[src/rtl/uart_cmd_parser.sv]
`default_nettype none
// ============================================================================
// Module      : uart_cmd_parser
// Description : Assembles fixed-length command frames from a UART byte stream.
//               Frame = SYNC, CMD, ARG[0..ARG_BYTES-1] (MSB first), CHK, where
//               CHK is the XOR of CMD and every ARG byte. Good frames are held
//               on a valid/ready output; checksum failures, inter-byte
//               timeouts and output overruns raise one-cycle error pulses.
// Ports       : clk, reset       - clock, synchronous active-high reset
//               rx_byte/rx_valid - received byte and its one-cycle strobe
//               cmd/arg          - held frame (first ARG byte in arg MSBs)
//               cmd_valid        - held frame available
//               cmd_ready        - consumer takes the frame while cmd_valid=1
//               busy             - parser is inside a frame
//               chk_err          - pulse: checksum mismatch, frame dropped
//               timeout_err      - pulse: inter-byte timeout, frame aborted
//               overrun_err      - pulse: good frame dropped, output occupied
// Revision    : 1.0 - initial release
// ============================================================================
module uart_cmd_parser #(
  parameter int         CLK_FREQ       = 100_000_000,
  parameter int         TIMEOUT_CYCLES = 1_000_000,
  parameter logic [7:0] SYNC_BYTE      = 8'hAA,
  parameter int         ARG_BYTES      = 2
) (
  input  logic                   clk,
  input  logic                   reset,
  input  logic [7:0]             rx_byte,
  input  logic                   rx_valid,
  output logic [7:0]             cmd,
  output logic [8*ARG_BYTES-1:0] arg,
  output logic                   cmd_valid,
  input  logic                   cmd_ready,
  output logic                   busy,
  output logic                   chk_err,
  output logic                   timeout_err,
  output logic                   overrun_err
);

  localparam int                CNT_W       = $clog2(TIMEOUT_CYCLES) + 1;
  localparam logic [CNT_W-1:0]  c_tmo_last  = CNT_W'(TIMEOUT_CYCLES - 1);
  localparam logic [2:0]        c_idx_last  = 3'(ARG_BYTES - 1);

  generate
    if (ARG_BYTES < 1 || ARG_BYTES > 4 || TIMEOUT_CYCLES < 1 || CLK_FREQ <= 0) begin : g_bad_params
      $error("uart_cmd_parser: illegal parameter value");
    end
  endgenerate

  typedef enum logic [1:0] {
    S_IDLE = 2'd0,
    S_CMD  = 2'd1,
    S_ARG  = 2'd2,
    S_CHK  = 2'd3
  } state_t;

  state_t                  r_state;
  state_t                  w_state_next;
  logic [7:0]              r_cmd_sh;
  logic [8*ARG_BYTES-1:0]  r_arg_sh;
  logic [8*ARG_BYTES-1:0]  w_arg_shift;
  logic [7:0]              r_chk_acc;
  logic [2:0]              r_idx;
  logic [CNT_W-1:0]        r_tmo_cnt;
  logic                    w_good;
  logic                    w_bad;
  logic                    w_timeout;

  // Next shadow-arg value: new byte enters at the LSB end so the first
  // received byte ends up in the MSBs.
  generate
    if (ARG_BYTES == 1) begin : g_arg_one
      assign w_arg_shift = rx_byte;
    end else begin : g_arg_multi
      assign w_arg_shift = {r_arg_sh[8*ARG_BYTES-9:0], rx_byte};
    end
  endgenerate

  // --------------------------------------------------------------------------
  // Frame FSM
  // --------------------------------------------------------------------------
  always_ff @(posedge clk) begin
    if (reset) begin
      r_state <= S_IDLE;
    end else begin
      r_state <= w_state_next;
    end
  end

  always_comb begin
    w_state_next = r_state;
    w_good       = 1'b0;
    w_bad        = 1'b0;
    w_timeout    = 1'b0;

    case (r_state)
      S_IDLE: begin
        if (rx_valid && (rx_byte == SYNC_BYTE)) begin
          w_state_next = S_CMD;
        end
      end
      S_CMD: begin
        if (rx_valid) begin
          w_state_next = S_ARG;
        end
      end
      S_ARG: begin
        if (rx_valid && (r_idx == c_idx_last)) begin
          w_state_next = S_CHK;
        end
      end
      S_CHK: begin
        if (rx_valid) begin
          w_state_next = S_IDLE;
          if (rx_byte == r_chk_acc) begin
            w_good = 1'b1;
          end else begin
            w_bad = 1'b1;
          end
        end
      end
      default: w_state_next = S_IDLE;
    endcase

    // A byte arriving in the expiry cycle wins, so only idle cycles expire.
    if ((r_state != S_IDLE) && !rx_valid && (r_tmo_cnt == c_tmo_last)) begin
      w_state_next = S_IDLE;
      w_timeout    = 1'b1;
    end
  end

  // --------------------------------------------------------------------------
  // Frame assembly, timeout counter, output holding register, error pulses
  // --------------------------------------------------------------------------
  always_ff @(posedge clk) begin
    if (reset) begin
      r_cmd_sh    <= '0;
      r_arg_sh    <= '0;
      r_chk_acc   <= '0;
      r_idx       <= '0;
      r_tmo_cnt   <= '0;
      cmd         <= '0;
      arg         <= '0;
      cmd_valid   <= 1'b0;
      chk_err     <= 1'b0;
      timeout_err <= 1'b0;
      overrun_err <= 1'b0;
    end else begin
      chk_err     <= w_bad;
      timeout_err <= w_timeout;
      overrun_err <= w_good && cmd_valid && !cmd_ready;

      if ((r_state == S_IDLE) || rx_valid) begin
        r_tmo_cnt <= '0;
      end else begin
        r_tmo_cnt <= r_tmo_cnt + 1'b1;
      end

      if (rx_valid) begin
        case (r_state)
          S_IDLE: begin
            r_chk_acc <= '0;
          end
          S_CMD: begin
            r_cmd_sh  <= rx_byte;
            r_chk_acc <= rx_byte;
            r_idx     <= '0;
          end
          S_ARG: begin
            r_arg_sh  <= w_arg_shift;
            r_chk_acc <= r_chk_acc ^ rx_byte;
            r_idx     <= r_idx + 3'd1;
          end
          default: ;
        endcase
      end

      // A completing frame may replace the held one only if the held one is
      // being taken in this same cycle; that keeps cmd_valid high with no gap.
      if (w_good && (!cmd_valid || cmd_ready)) begin
        cmd       <= r_cmd_sh;
        arg       <= r_arg_sh;
        cmd_valid <= 1'b1;
      end else if (cmd_valid && cmd_ready) begin
        cmd_valid <= 1'b0;
      end
    end
  end

  assign busy = (r_state != S_IDLE);

endmodule
`default_nettype wire

[config.mk]
export PLATFORM = sky130hd
export DESIGN_NAME = uart_cmd_parser
export DESIGN_NICKNAME = d
export VERILOG_FILES = /design/src/rtl/uart_cmd_parser.sv
export SDC_FILE = /design/constraint.sdc
export NUM_CORES = 1
export LEC_CHECK = 0
export BUFFER_PORTS_ARGS = -buffer_cell sky130_fd_sc_hd__buf_2
export CAP_MARGIN = 20
export CORE_MARGIN = 4
export CORE_UTILIZATION = 58
export DETAILED_ROUTE_END_ITERATION = 8
export GPL_ROUTABILITY_DRIVEN = 0
export HOLD_SLACK_MARGIN = 0.05
export PLACE_DENSITY = 0.82
export SYNTH_ARGS = -nofsm -noshare
export SYNTH_HDL_FRONTEND = slang
export SYNTH_SLANG_ARGS = --single-unit
[constraint.sdc]
create_clock -name clk -period 2.3 [get_ports clk]
set_input_delay 0.345 -clock clk [delete_from_list [all_inputs] [get_ports clk]]
set_output_delay 0.345 -clock clk [all_outputs]
set_load 0.01 [all_outputs]
==> reports/qor.txt <==
Run status -> finished clean
Later-pin clock latency in the skew report -> 350 ps
Hold path cells -> 3
Leakage -> 1.426 nW
First-pass GRT wire length -> 14.91 mm
Maximum vdd drop -> 546.6 uV
Die Area -> 7982 um2
Remaining DRCs -> 0
Initial DRC count -> 317
Top post-synthesis cells by area -> dfxtp_1 45%, a21oi_1 7.7%, nand4_1 5.7%, nand2_1 5.2%, o31ai_1 4.7%
Final period util -> 0.7958
Post-synth EDFFs -> 0
Fin Clk Skew -> 13.04 ps
Routed wire length per instance -> 15.44 um
CP cell instances -> inv_1 -> ha_1 -> nand2_1 -> nor2_1 -> o21ai_0 -> a21oi_1
Synth Warn # -> 0
Largest net degree at the start of global routing -> 65
Synthesized area -> 3837 um2
Drt pass-1 iters -> 4
Cell variety after synth -> 43
H-tree depth -> 3
Tot GR Track Use -> 0.2359
# fillers -> 550
Post-CTS Setup Bufs -> 0
Vias/cell -> 6.120
Yosys top cell by area -> dfxtp_1
Delay-heaviest family, CP -> simple AND/OR/NAND/NOR gates
Number of I/O pins -> 41
Sequential area share after synthesis -> 0.4486
Critical path buffers and inverters -> 1
R2r worst-path depth -> 6
Crit path from -> r_state[0]
Post-Syn Area per Cell -> 8.415 um2
Post_cts resized -> 0
# rows -> 29
Async S/R FF share, synth -> 0
# port buffers -> 40
Total gr overflow -> 0
Critical path's slowest cell -> nor2_1
Area grow syn2layout -> 10.69%
WP depth -> 6
Worst path max stage delay -> 470 ps
Post-synthesis instance total -> 456
Max cap viols -> 0
DP HPWL -> 5.812 mm
RSZ-0062 raised after global routing -> false
Pwr dens -> 591.4 nW/um2
TritonCTS clock tree -> done
Dominant synthesized flop cell -> dfxtp_1
Worst-path clk slew -> 90 ps
TritonCTS Buffers -> 9
Starting Density -> 0.6009
Final nets -> 503
Die Span Y -> 89.34 um
Fin util -> 0.6652
Final hold vios -> 0
Antenna Nets Post-Route -> 0
CP Launch Type -> register
DRT Wirelength -> 8.721 mm
ANT cells -> 0
CP required -> 2580 ps
Share of the synthesized area in the top cell type -> 0.4486
Clk root buf -> clkbuf_8
Share of layout cells above drive strength 1 -> 0.1455
Peak Freq -> 0.5463 GHz
Register area -> 1722 um2
Crit path time final -> 1830 ps
Hold Startpoint -> rx_byte[2]
Number of global-route vias before repair -> 3142
Worst slew margin -> 0.5720
Setup TNS -> 0 ps
Area of the multi-input gates -> 1951 um2
Final Total Pwr -> 2.512 mW
Initial antenna violation count -> 0
Clock buffer depth -> 2
CTS Sinks -> 86
Class of the worst hold path -> primary input to register
Routed vias -> 3458
Setup violations, final -> 0
Critical R2R Launch -> r_state[0]
Post-CTS Hold Buffers -> 0
CP arrival -> 2110 ps
Worst Tran Pin Value -> 641.9 ps
Dpl cells -> 549
Max-slew violation count -> 0
Cell Count, Final, Fillers Out -> 565
Critical path class -> register to register
Worst-path fanout max -> 8
Die width -> 89.34 um
Crit end category -> register
Core region area -> 6386 um2
Synth Net Count -> 476
Seq cells post-synth -> 86
metal layers:
layer / global-route usage / routed length [um]
met5: 0 / 0
met4: 0.07984 / 134
met3: 0.03779 / 440
met2: 0.3831 / 4183
met1: 0.3192 / 3963
sequential cells by signal (all words and copies together), names as in the netlist:
signal       cells
arg             16
chk_err          1
cmd              8
cmd_valid        1
overrun_err      1
r_arg_sh        16
r_chk_acc        8
r_cmd_sh         8
r_idx            3
r_state          2
r_tmo_cnt       21
timeout_err      1
stage by stage:
stage / worst slack [ps] / area (um2) / hold slack (ps)
2_1_floorplan: 610.4 / 3837 / 436.7
3_3_place_gp: 563.0 / 4074 / 443.1
3_5_place_dp: 511.7 / 4074 / 447.0
4_1_cts: 495.2 / 4248 / 289.4
5_1_grt: 217.3 / 4248 / 310.4
6_report: 469.6 / 4248 / 302.5
worst paths after layout:
check / to / slack [ps]
max: r_chk_acc[7] / 470
max reg2reg: r_chk_acc[7] / 470
min: r_arg_sh[2] / 300
min reg2reg: r_cmd_sh[3] / 460
layout make-up:
cell class / instances / share of cell area
tap: 77 / 0.02268
clock buffer: 9 / 0.02916
sequential: 86 / 0.4053
clock inverter: 7 / 0.01178
timing repair buffer: 48 / 0.06127
inverter: 12 / 0.01060
multi-input combinational: 326 / 0.4592
synth_stat cells, types with 2 or more instances:
cell type / instances
a21oi_1: 59
a31o_2: 2
a32oi_1: 7
and4_1: 3
clkbuf_1: 31
dfxtp_1: 86
ha_1: 8
inv_1: 12
nand2_1: 53
nand2b_1: 2
nand3_1: 16
nand4_1: 35
nor2_1: 31
nor2b_1: 4
nor3_1: 6
nor4_1: 7
nor4bb_1: 2
o21a_1: 2
o21ai_0: 14
o21ba_2: 2
o21bai_1: 7
o31ai_1: 24
or3_1: 5
xnor2_1: 15
xor2_1: 5
placed cells by master, fill, tap and decap left out, drive strengths merged, types with 3 or more instances in the layout:
cell type	n
clkinv	3
inv	13
clkinvlp	3
a21oi	59
nand4	36
clkbuf	9
nor2	31
o21bai	7
dfxtp	86
nor3	6
xnor2	15
nand3	16
nand2	53
or3	5
buf	48
xor2	5
a32oi	7
and4	3
nor2b	4
ha	8
nor4	8
o31ai	24
o21ai	14
power by group:
group	switching, mW	internal (mW)	total, mW
Sequential	0.000141	1.49	1.49
Clock	0.545	0.393	0.938
Combinational	0.0647	0.0219	0.0865
Total	0.610	1.90	2.51
tightest hold or removal path: stages:
cell and delay [ps]:
buf_2 150, nand2_1 70, a21oi_1 50
cell families (layout without fill, tap and decap cells):
| kind of cell | count (synthesis) | in the layout | synth area share |
|---|---|---|---|
| DFF | 86 | 86 | 0.4486 |
| buffers and inverters | 44 | 76 | 0.04304 |
| AOI/OAI and AO/OA | 125 | 125 | 0.2031 |
| and+or+nand+nor | 173 | 173 | 0.2335 |
| xor gates and xnor gates | 20 | 20 | 0.04565 |
| adders and majority gates | 8 | 8 | 0.02609 |
No activity file was read; power rests on OpenSTA's default activity.
